### src/rtl/if_fetch_buf.sv
// Instruction-fetch buffer: gates PC advance, reads sync IMEM, queues {inst,pc} for decode.
// Latency issue->out_valid 2 cycles; stalls PC when queue+in-flight is full; FETCH_STAT_EN adds stat_bubbles.
module if_fetch_buf #(
    parameter int ADDR_W = 10,
    parameter int DATA_W = 32,
    parameter int DEPTH  = 2
) (
    input  logic              clk,
    input  logic              rst,
    input  logic [ADDR_W-1:0] pc,
    output logic              pc_en,
    output logic              im_en,
    output logic [ADDR_W-1:0] im_addr,
    input  logic [DATA_W-1:0] im_rdata,
    input  logic              flush,
    output logic              out_valid,
    input  logic              out_ready,
    output logic [DATA_W-1:0] out_inst,
    output logic [ADDR_W-1:0] out_pc
`ifdef FETCH_STAT_EN
    ,
    output logic [31:0]       stat_bubbles
`endif
);

    localparam int PW = (DEPTH > 1) ? $clog2(DEPTH) : 1;
    localparam int CW = $clog2(DEPTH + 1);

    logic [DATA_W-1:0] inst_q [DEPTH];
    logic [ADDR_W-1:0] pc_q   [DEPTH];
    logic [PW-1:0]     rd_ptr;
    logic [PW-1:0]     wr_ptr;
    logic [CW-1:0]     count;
    logic              busy;
    logic [ADDR_W-1:0] busy_pc;

    logic              pop;
    logic              push;
    logic              issue;
    logic [CW:0]       occ;

    function automatic logic [PW-1:0] ptr_inc(input logic [PW-1:0] p);
        return (p == PW'(DEPTH - 1)) ? '0 : p + PW'(1);
    endfunction

    // Reserving a slot for every in-flight read lets the memory run without backpressure.
    assign occ       = {1'b0, count} + {{CW{1'b0}}, busy};
    assign out_valid = (count != '0);
    assign pop       = out_valid & out_ready;
    assign push      = busy;
    assign issue     = !rst && !flush && ((occ < (CW + 1)'(DEPTH)) || pop);

    assign pc_en     = issue;
    assign im_en     = issue;
    assign im_addr   = pc;
    assign out_inst  = inst_q[rd_ptr];
    assign out_pc    = pc_q[rd_ptr];

    always_ff @(posedge clk) begin
        if (rst || flush) begin
            rd_ptr  <= '0;
            wr_ptr  <= '0;
            count   <= '0;
            busy    <= 1'b0;
            busy_pc <= '0;
        end else begin
            busy <= issue;
            if (issue) begin
                busy_pc <= pc;
            end
            if (push) begin
                wr_ptr <= ptr_inc(wr_ptr);
            end
            if (pop) begin
                rd_ptr <= ptr_inc(rd_ptr);
            end
            case ({push, pop})
                2'b10:   count <= count + CW'(1);
                2'b01:   count <= count - CW'(1);
                default: count <= count;
            endcase
        end
    end

    // Storage needs no reset; count gates visibility of every slot.
    always_ff @(posedge clk) begin
        if (!rst && !flush && push) begin
            inst_q[wr_ptr] <= im_rdata;
            pc_q[wr_ptr]   <= busy_pc;
        end
    end

`ifdef FETCH_STAT_EN
    always_ff @(posedge clk) begin
        if (rst) begin
            stat_bubbles <= '0;
        end else if (!out_valid) begin
            stat_bubbles <= stat_bubbles + 32'd1;
        end
    end
`endif

endmodule

### config.mk
export PLATFORM = sky130hd
export DESIGN_NAME = if_fetch_buf
export DESIGN_NICKNAME = d
export VERILOG_FILES = /design/src/rtl/if_fetch_buf.sv
export SDC_FILE = /design/constraint.sdc
export NUM_CORES = 1
export LEC_CHECK = 0
export CORE_MARGIN = 4
export CORE_UTILIZATION = 43
export DETAILED_ROUTE_END_ITERATION = 10
export PLACE_DENSITY = 0.77
export SLEW_MARGIN = 25
export SYNTH_ARGS = -nofsm -noshare
export SYNTH_HDL_FRONTEND = slang
export SYNTH_SLANG_ARGS = --single-unit
### constraint.sdc
create_clock -name clk -period 4.3 [get_ports clk]
set_input_delay 0.645 -clock clk [delete_from_list [all_inputs] [get_ports clk]]
set_output_delay 0.645 -clock clk [all_outputs]
set_load 0.1 [all_outputs]
# Word-level counts from Yosys, hierarchy flattened
# Memory sizes are Yosys's and may differ from the RTL's. A register that Yosys moved wholly into a read port is not among the register bits.
# Cells that the tools add are included.
# W data, S select, Z words.
[totals] out_inout_bits=55 input_bits=46 ram_bits=84 mem_count=2 ff_bits=15
[classes] order_cmp=1 n_reduce_logical=9 n_addsub=5 muxes=9 n_eq_ne=2 bitwise=1
[memory_table] memory="inst_q" depth=2 width=32 read_ports=1 rd_clocked_by_memory_dff=1 wr=1 line="29" rtl="logic [DATA_W-1:0] inst_q [DEPTH];"
[memory_table] memory="pc_q" depth=2 width=10 read_ports=1 rd_clocked_by_memory_dff=1 wr=1 line="30" rtl="logic [ADDR_W-1:0] pc_q [DEPTH];"
[op_table] operator="$mux W1" count=8
[op_table] operator="$pmux W2 S2" count=1
[op_table] operator="$reduce_bool A2 Y1" count=2
[op_table] operator="$add A2 B1 Y3" count=1
[op_table] operator="$logic_and A1 B1 Y1" count=3
[op_table] operator="$lt A3 B2 Y1 const B" count=1
[op_table] operator="$add A1 B1 Y1 const B" count=2
[op_table] operator="$add A2 B1 Y2 const B" count=1
[op_table] operator="$eq A2 B1 Y1 const B" count=1
[op_table] operator="$eq A2 B2 Y1 const B" count=1
[op_table] operator="$logic_not A1 Y1" count=2
[op_table] operator="$logic_or A1 B1 Y1" count=2
[op_table] operator="$sub A2 B1 Y2 const B" count=1
[op_table] operator="$and A1 B1 Y1" count=1

# Logic depth before layout (Yosys ltp)
# Gate-level depths: netlist (run 1).
[depth] word_depth=5 ltp_mapped=5

# Least setup slack after synthesis (run 1)
# OpenSTA, ideal clock, no wires.
[synth_timing] path_type="input -> register" startpoint="input port flush" endpoint="memory inst_q[0][0], enable pin" arrival_time_ps=3979 path_slack_ps=-172 stages=3 t_required_ps=3806 setup_time_ps=494 path_cell_list="or2_2 clkbuf_1 nor3_1"
[synth_between] elab_chain_cells=5
[synth_rtl] item="start: declaration" line="15" rtl="input logic flush,"
[synth_rtl] item="$logic_not A1 Y1" line="87" rtl="if (!rst && !flush && push) begin"
[synth_rtl] item="$logic_and A1 B1 Y1 (2 in a row)" line="87"
[synth_rtl] item="$mux W1" line="87"
[synth_rtl] item="$mux W1 (not written as such)" line="88" rtl="inst_q[wr_ptr] <= im_rdata;"
[synth_rtl] item="end: declaration" line="29"
# Every way passes these cells.

==> results.yml, run 1 <==
die:
  placeableCoreArea_sq_um: 8340
  die_h_um: 101
  num_rows: 33
  die-width_um: 101
  die-area_sq_um: 10300
  boundaryPins: 101
  initial_core_util_pct: 45.0
clock_network:
  root_buffer: "clkbuf_8"
  numCtsBuffers: 9
  cts_hold_buf: 0
  cts.clk_slew.worst_paths_ns: 0.09
  clock_sinks: 100
  cts_tree: "built"
  cts_resized: 0
  clkLatencyLatePin_ns: 0.35
  cts_setup_buffers: 0
  htreeDepth: 3
  cts_buffer_depth: 2
synth:
  ys_seq_elements: 100
  synthesis.nets: 262
  avgSynthCellArea_sq_um: 17.5
  synthCells: 215
  synth_cell_type_count: 21
  synth_seq_area_share_pct: 75.8
  async_flop_share_pct: 0
  syn-cell-area_sq_um: 3750
  synth_edf_count: 84
  synth-warning-count: 0
  synth_ff_type: "edfxtp_1"
final_layout:
  final_common_cell: "edfxtp_1"
  n_antenna_cell: 0
  area_growth_syn_to_layout_pct: 30.5
  final_nets: 356
  final_cell_area_sq_um: 4900
  layout_common_cells: "edfxtp_1 (84), clkdlybuf4s50_1 (60), mux2_2 (42), buf_4 (42), nand2_1 (20)"
  drive_above_1_share_pct: 33.8
  instances_no_fill: 419
worst_setup_path:
  reg2reg_from: "busy"
  cp.arrival_ns: 2.34
  cp-start-kind: "flip-flop"
  crit_buf_inv: 1
  cp_cell_sequence: "mux2_2 > clkdlybuf4s50_1"
  crit_path_top_delay_cell: "clkdlybuf4s50_1"
  crit_family: "buffers and inverters"
  required_ns: 3.65
  end_kind: "output pin"
  slowest_delay_ns: 1.13
  worstSetupPathType: "flip-flop to output pin"
  path_max_fanout: 18
route:
  wl_per_cell_um: 15.9
  viasPerCell: 4.82
  first_pass_iters: 4
  drtIter0Drc: 39
  drtAntennaViolNets: 0
  num_vias: 2021
  drc: 0
  routed_wl_um: 6670
flow_run:
  max-cap-violations: 0
hold_path:
  hold_path_class: "flip-flop to flip-flop"
  worstHoldStart: "busy_pc[3]"
pwr:
  switching_share_pct: 24.7
  p_int_mw: 1.41
  p_per_area_nw_per_um2: 381
  seqPwrFrac_pct: 57.2
  combPwrFrac_pct: 12.2
  leakage_nw: 1.70
  power_frac_clock_pct: 30.5
  switchingPower_mw: 0.462
  peakVddDrop_uv: 196
place:
  post-place-cells: 403
  gp_congestion: 0.732
  io_buffers: 100
  placed_cell_area_sq_um: 4710
  dpl.hpwl_um: 4550
global_route:
  grt_pass1_vias: 2075
  grt_first_pass_wirelength_um: 10300
  antenna_found_initial: 0
  grt_overflow: 0
  grt_use_total_pct: 13.3
  grt_max_degree: 43
timing:
  finalCriticalPeriod_ns: 2.99
  finalMaxSlewViolations: 0
  fmax_mhz: 334
  rsz0062_at_grt: "no"
  setup_violations: 0
  relSlewSlack_pct: 33.4
  tns_ns: 0
  period_share_pct: 69.5
  hold_viol: 0
  worst_pin_slew_ns: 0.999
  fin_skew_ns: 0.00868
outcome:
  status: "complete, no violations"
-- kinds of logic after synthesis --
group / count (synthesis) / synth area share, %
multiplexers: 52 / 15.3
flip-flops: 100 / 75.8
XOR/XNOR: 4 / 0.934
AND/OR/NAND/NOR: 33 / 3.67
adder cells (fa/ha/maj): 1 / 0.333
AO/OA/AOI/OAI: 4 / 0.600
buffers and inverters: 21 / 3.43
-- worst paths after layout --
check | end | slack (ns) | depth (start not counted)
min | pc_q[0][3] | 0.46 | 0
max reg2reg | inst_q[0][18] | 2.45 | 3
min reg2reg | pc_q[0][3] | 0.46 | 0
max | out_inst[19] | 1.31 | 2
-- cells in the mapped netlist, types with 2 or more instances --
library cell,instances,area (sq um)
nor2_1,7,26.3
or2_2,2,12.5
dfxtp_1,16,320
buf_4,12,90.1
clkbuf_1,4,15.0
xnor2_1,3,26.3
mux2i_1,10,100
nand2_1,20,75.1
edfxtp_1,84,2520
buf_2,4,20.0
a21oi_1,2,10.0
mux2_2,42,473
-- registers in the layout, indices dropped and copies added, names as in the netlist, named ones only --
register,cells
busy,1
wr_ptr,1
rd_ptr,1
pc_q,20
busy_pc,10
count,2
inst_q,64
-- worst register-to-register path: stages (launching register included) --
cell and delay, ns:
dfxtp_1 0.41, inv_1 0.11, nor3_4 0.73, buf_12 0.29
-- metal layers --
| layer | share of wire (%) | vias up | routed length [um] | GRT usage [%] |
|---|---|---|---|---|
| met5 | 0 | - | 0 | 0 |
| li1 | - | 969 | - | - |
| met3 | 8.3 | 4 | 556 | 4.13 |
| met2 | 48 | 82 | 3190 | 21.5 |
| met1 | 43 | 966 | 2880 | 17.0 |
| met4 | 0.60 | 0 | 40 | 4.60 |
-- layout make-up --
type | instances | area, sq um
fill | 660 | 3440
sequential | 100 | 2840
timing repair buffer | 103 | 936
multi-input combinational | 94 | 793
tap | 105 | 131
clock buffer | 10 | 128
clock inverter | 6 | 62.6
inverter | 1 | 3.75
-- power groups by stage --
| stage | clock network, mW | registers [mW] | logic [mW] |
|---|---|---|---|
| 6_report | 0.570 | 1.07 | 0.229 |
| 4_1_cts | 0.587 | 1.07 | 0.231 |
| 5_1_grt | 0.634 | 1.07 | 0.238 |
| 2_1_floorplan | 0 | 1.09 | 0.157 |
| 3_5_place_dp | 0 | 1.09 | 0.230 |
| 3_3_place_gp | 0 | 1.09 | 0.227 |
-- per-stage QoR --
step	hold slack [ns]	setup slack (ns)	power (mW)	util, %
after floorplan	0.425	0.770	1.25	-
after global routing	0.469	1.20	1.94	58.7
after CTS	0.460	1.26	1.89	58.7
after global placement	0.432	1.40	1.32	56.5
after detailed placement	0.439	1.38	1.32	56.5
final	0.458	1.31	1.87	58.7
Note: power is estimated with default switching activity, not from simulation.
==> inputs of run 2 (changes only) <==
CORE_UTILIZATION = 48   (was 43)
PLACE_DENSITY = 0.81   (was 0.77)
clock period = 3.05 ns   (was 4.3 ns; I/O delays follow)
==> results.yml, run 2 (same netlist as run 1, synthesis figures left out) <==
outcome:
  status: "complete, no violations"
clock_network:
  root_buffer: "clkbuf_8"
  cts_tree: "built"
  htreeDepth: 3
  clkLatencyLatePin_ns: 0.35
  cts.clk_slew.worst_paths_ns: 0.09
  numCtsBuffers: 9
  cts_resized: 0
  cts_hold_buf: 0
  clock_sinks: 100
  cts_setup_buffers: 0
  cts_buffer_depth: 2
hold_path:
  hold_path_class: "flip-flop to flip-flop"
  worstHoldStart: "busy_pc[3]"
  hold_depth: 0
  whs_endpoint: "pc_q[0][3]"
route:
  num_vias: 2013
  drtAntennaViolNets: 0
  first_pass_iters: 4
  viasPerCell: 4.85
  routed_wl_um: 6430
  drc: 0
  drtIter0Drc: 77
  wl_per_cell_um: 15.5
timing:
  fmax_mhz: 408
  setup_violations: 0
  hold_viol: 0
  finalMaxSlewViolations: 0
  finalCriticalPeriod_ns: 2.45
  worst_pin_slew_ns: 0.641
  period_share_pct: 80.3
  relSlewSlack_pct: 57.3
  fin_skew_ns: 0.00764
  tns_ns: 0
  rsz0062_at_grt: "no"
place:
  dpl.hpwl_um: 4400
  io_buffers: 100
  post-place-cells: 400
  gp_congestion: 0.694
pwr:
  leakage_nw: 1.74
  peakVddDrop_uv: 280
  p_per_area_nw_per_um2: 562
worst_setup_path:
  reg2reg_to: "count[1]"
  worstSetupPathType: "flip-flop to output pin"
  path_max_fanout: 26
  reg2reg_from: "count[0]"
  crit_buf_inv: 2
  reg2regPathDepth: 4
  crit_family: "flip-flops"
  cp.arrival_ns: 1.99
  cp_cell_sequence: "buf_4 > mux2_2 > buf_4"
  cp_common_cell: "buf_4"
  required_ns: 2.59
  r2r_slack_ns: 1.54
  end_kind: "output pin"
  cp-start-kind: "flip-flop"
  slowest_delay_ns: 0.75
  crit_path_top_delay_cell: "dfxtp_2"
global_route:
  grt_first_pass_wirelength_um: 9600
  antenna_found_initial: 0
  grt_max_degree: 43
  grt_use_total_pct: 14.2
  grt_pass1_vias: 2016
  grt_overflow: 0
die:
  boundaryPins: 101
  initial_core_util_pct: 50.7
  die-width_um: 96.4
  die-area_sq_um: 9300
  die_h_um: 96.4
  num_rows: 31
  placeableCoreArea_sq_um: 7410
final_layout:
  final_core_util_pct: 66.4
  top_regs: "inst_q x64, pc_q x20, busy_pc x10"
  final_nets: 359
  instances_no_fill: 415
  layout_common_cells: "edfxtp_1 (84), buf_4 (60), clkdlybuf4s50_1 (45), mux2_2 (42), nand2_1 (20)"
  n_antenna_cell: 0
  largest_register_ffs: 64
  area_growth_syn_to_layout_pct: 31.0
  regMostFlops: "inst_q"
  final_common_cell: "edfxtp_1"
  drive_above_1_share_pct: 38.9
  nFillCells: 534
flow_run:
  max-cap-violations: 0
-- run 2: changes by cell type in the layout (fill, tap and decap cells not counted), moves of 2 or more --
cell / delta
buf_4: +18
clkdlybuf4s50_1: -15
clkinv_2: -3
bufinv_16: +2
-- run 2: metal layers --
layer	vias up	track usage (%)	wire (um)
met5	-	0	0
met4	0	5.96	100
met3	8	4.11	509
met2	74	24.8	3240
met1	956	16.5	2580
li1	975	-	-
-- run 2: stage by stage --
stage                     instance area, sq um  power (mW)  setup WS [ns]  hold WS [ns]
after global placement                    4690        1.86          0.773         0.434
after detailed placement                  4690        1.86          0.753         0.446
after floorplan                           3760        1.76         0.0378         0.425
final                                     4920        2.77          0.601         0.464
after CTS                                 4920        2.79          0.547         0.467
after global routing                      4920        2.87          0.503         0.483
-- run 2: how the worst max path moves through the flow --
stage,start,to,cells after the start
finish,flip-flop,out_inst[22],3
global route,flip-flop,out_pc[4],3
CTS,flip-flop,out_inst[22],3
detailed placement,flush,inst_q[0][13],4
global placement,flush,inst_q[0][17],4
floorplan,flush,inst_q[0][0],3
-- run 2: final cells by class --
class	instances	area [sq um]	area share (%)
repair buffers	106	921	18.7
inverters	1	3.75	0.0763
clock inverters	5	101	2.06
well taps	99	124	2.52
clock buffers	10	128	2.60
multi-input cells	94	796	16.2
flip-flops and latches	100	2840	57.8
-- run 2: power breakdown --
part           switching [mW]  internal [mW]
sequential             0.0112           1.50
clock                   0.400          0.538
combinational           0.216          0.102
==> inputs of run 3 (changes only) <==
clock period = 2.5 ns   (was 3.05 ns; I/O delays follow)
==> results.yml, run 3 (same netlist as run 1, synthesis figures left out) <==
hold_path:
  worstHoldStart: "busy_pc[2]"
  hold_path_class: "flip-flop to flip-flop"
final_layout:
  regMostFlops: "inst_q"
  final_nets: 358
  regArea_sq_um: 2840
  drive_above_1_share_pct: 39.2
  nFillCells: 510
  instances_no_fill: 415
  top_regs: "inst_q x64, pc_q x20, busy_pc x10"
  final_core_util_pct: 66.3
  n_antenna_cell: 0
  multi_input_area_sq_um: 796
  largest_register_ffs: 64
  area_growth_syn_to_layout_pct: 30.9
  layout_common_cells: "edfxtp_1 (84), buf_4 (55), clkdlybuf4s50_1 (45), mux2_2 (42), nand2_1 (20)"
  final_common_cell: "edfxtp_1"
clock_network:
  cts_resized: 0
  cts.clk_slew.worst_paths_ns: 0.09
  numCtsBuffers: 9
  cts_setup_buffers: 0
  cts_tree: "built"
  htreeDepth: 3
  cts_hold_buf: 0
  root_buffer: "clkbuf_8"
  cts_buffer_depth: 2
  clock_sinks: 100
  clkLatencyLatePin_ns: 0.35
timing:
  fmax_mhz: 456
  period_share_pct: 87.6
  whs_ns: 0.463
  finalCriticalPeriod_ns: 2.19
  rsz0062_at_grt: "no"
  worst_pin_slew_ns: 0.429
  setup_violations: 0
  relSlewSlack_pct: 71.4
  fin_skew_ns: 0.00616
  tns_ns: 0
  finalMaxSlewViolations: 0
  hold_viol: 0
route:
  drtIter0Drc: 53
  wl_per_cell_um: 15.4
  first_pass_iters: 4
  routed_wl_um: 6390
  num_vias: 1976
  drtAntennaViolNets: 0
  drc: 0
  viasPerCell: 4.76
worst_setup_path:
  slowest_delay_ns: 0.60
  crit_buf_inv: 2
  reg2reg_from: "count[0]"
  cp.arrival_ns: 1.82
  crit_path_top_delay_cell: "dfxtp_2"
  worstSetupPathType: "flip-flop to output pin"
  cp-start-kind: "flip-flop"
  cp_cell_sequence: "buf_12 > mux2_2 > buf_4"
  end_kind: "output pin"
  required_ns: 2.12
  path_max_fanout: 27
  crit_family: "flip-flops"
pwr:
  leakage_nw: 1.73
  peakVddDrop_uv: 271
  p_per_area_nw_per_um2: 642
die:
  die-width_um: 96.4
  num_rows: 31
  boundaryPins: 101
  die-area_sq_um: 9300
  placeableCoreArea_sq_um: 7410
  initial_core_util_pct: 50.7
  die_h_um: 96.4
global_route:
  grt_use_total_pct: 14.1
  grt_overflow: 0
  grt_max_degree: 43
  antenna_found_initial: 0
  grt_pass1_vias: 2015
  grt_first_pass_wirelength_um: 9540
outcome:
  status: "complete, no violations"
place:
  dpl.hpwl_um: 4300
  post-place-cells: 399
  io_buffers: 100
  gp_congestion: 0.747
flow_run:
  max-cap-violations: 0
## run 3: changes by cell type in the layout (fill, tap and decap cells not counted)
cell        delta
clkinv_2       +2
clkbuf_8       +2
buf_4          -5
bufinv_16      -3
clkinv_1       -1
clkinvlp_4     +1
buf_12         +4
## run 3: cell type report
cell class              instances  area share, %
inverters                       1         0.0764
multi-input cells              94           16.2
well taps                      99           2.52
clock buffers                  12           3.16
flip-flops and latches        100           57.9
clock inverters                 4          0.510
repair buffers                105           19.6
## run 3: power by group
part	leakage (nW)	internal (mW)	total [mW]	switching, mW
clock network	0.0884	0.413	0.914	0.501
logic	0.730	0.131	0.397	0.266
registers	0.912	1.83	1.84	0.0126
## run 3: layer usage
layer | part of all wire (%) | track usage [%] | vias up
met5 | 0 | 0 | -
met4 | 1.9 | 7.71 | 0
met3 | 7.0 | 4.18 | 10
met2 | 51 | 23.6 | 67
met1 | 40 | 16.2 | 928
li1 | - | - | 971
## run 3: metrics by stage
step | power, mW | setup WS (ns) | cell area, sq um
2_1_floorplan | 2.15 | 0.00625 | 3770
3_3_place_gp | 2.27 | 0.505 | 4730
3_5_place_dp | 2.28 | 0.472 | 4730
4_1_cts | 3.18 | 0.273 | 4910
5_1_grt | 3.28 | 0.221 | 4910
6_report | 3.15 | 0.309 | 4910
## run 3: worst paths after layout
path,endpoint,slack [ns],cells after the start
hold reg to reg,pc_q[0][2],0.46,0
setup / recovery,out_inst[27],0.31,3
setup reg to reg,count[1],1.04,4
hold / removal,pc_q[0][2],0.46,0
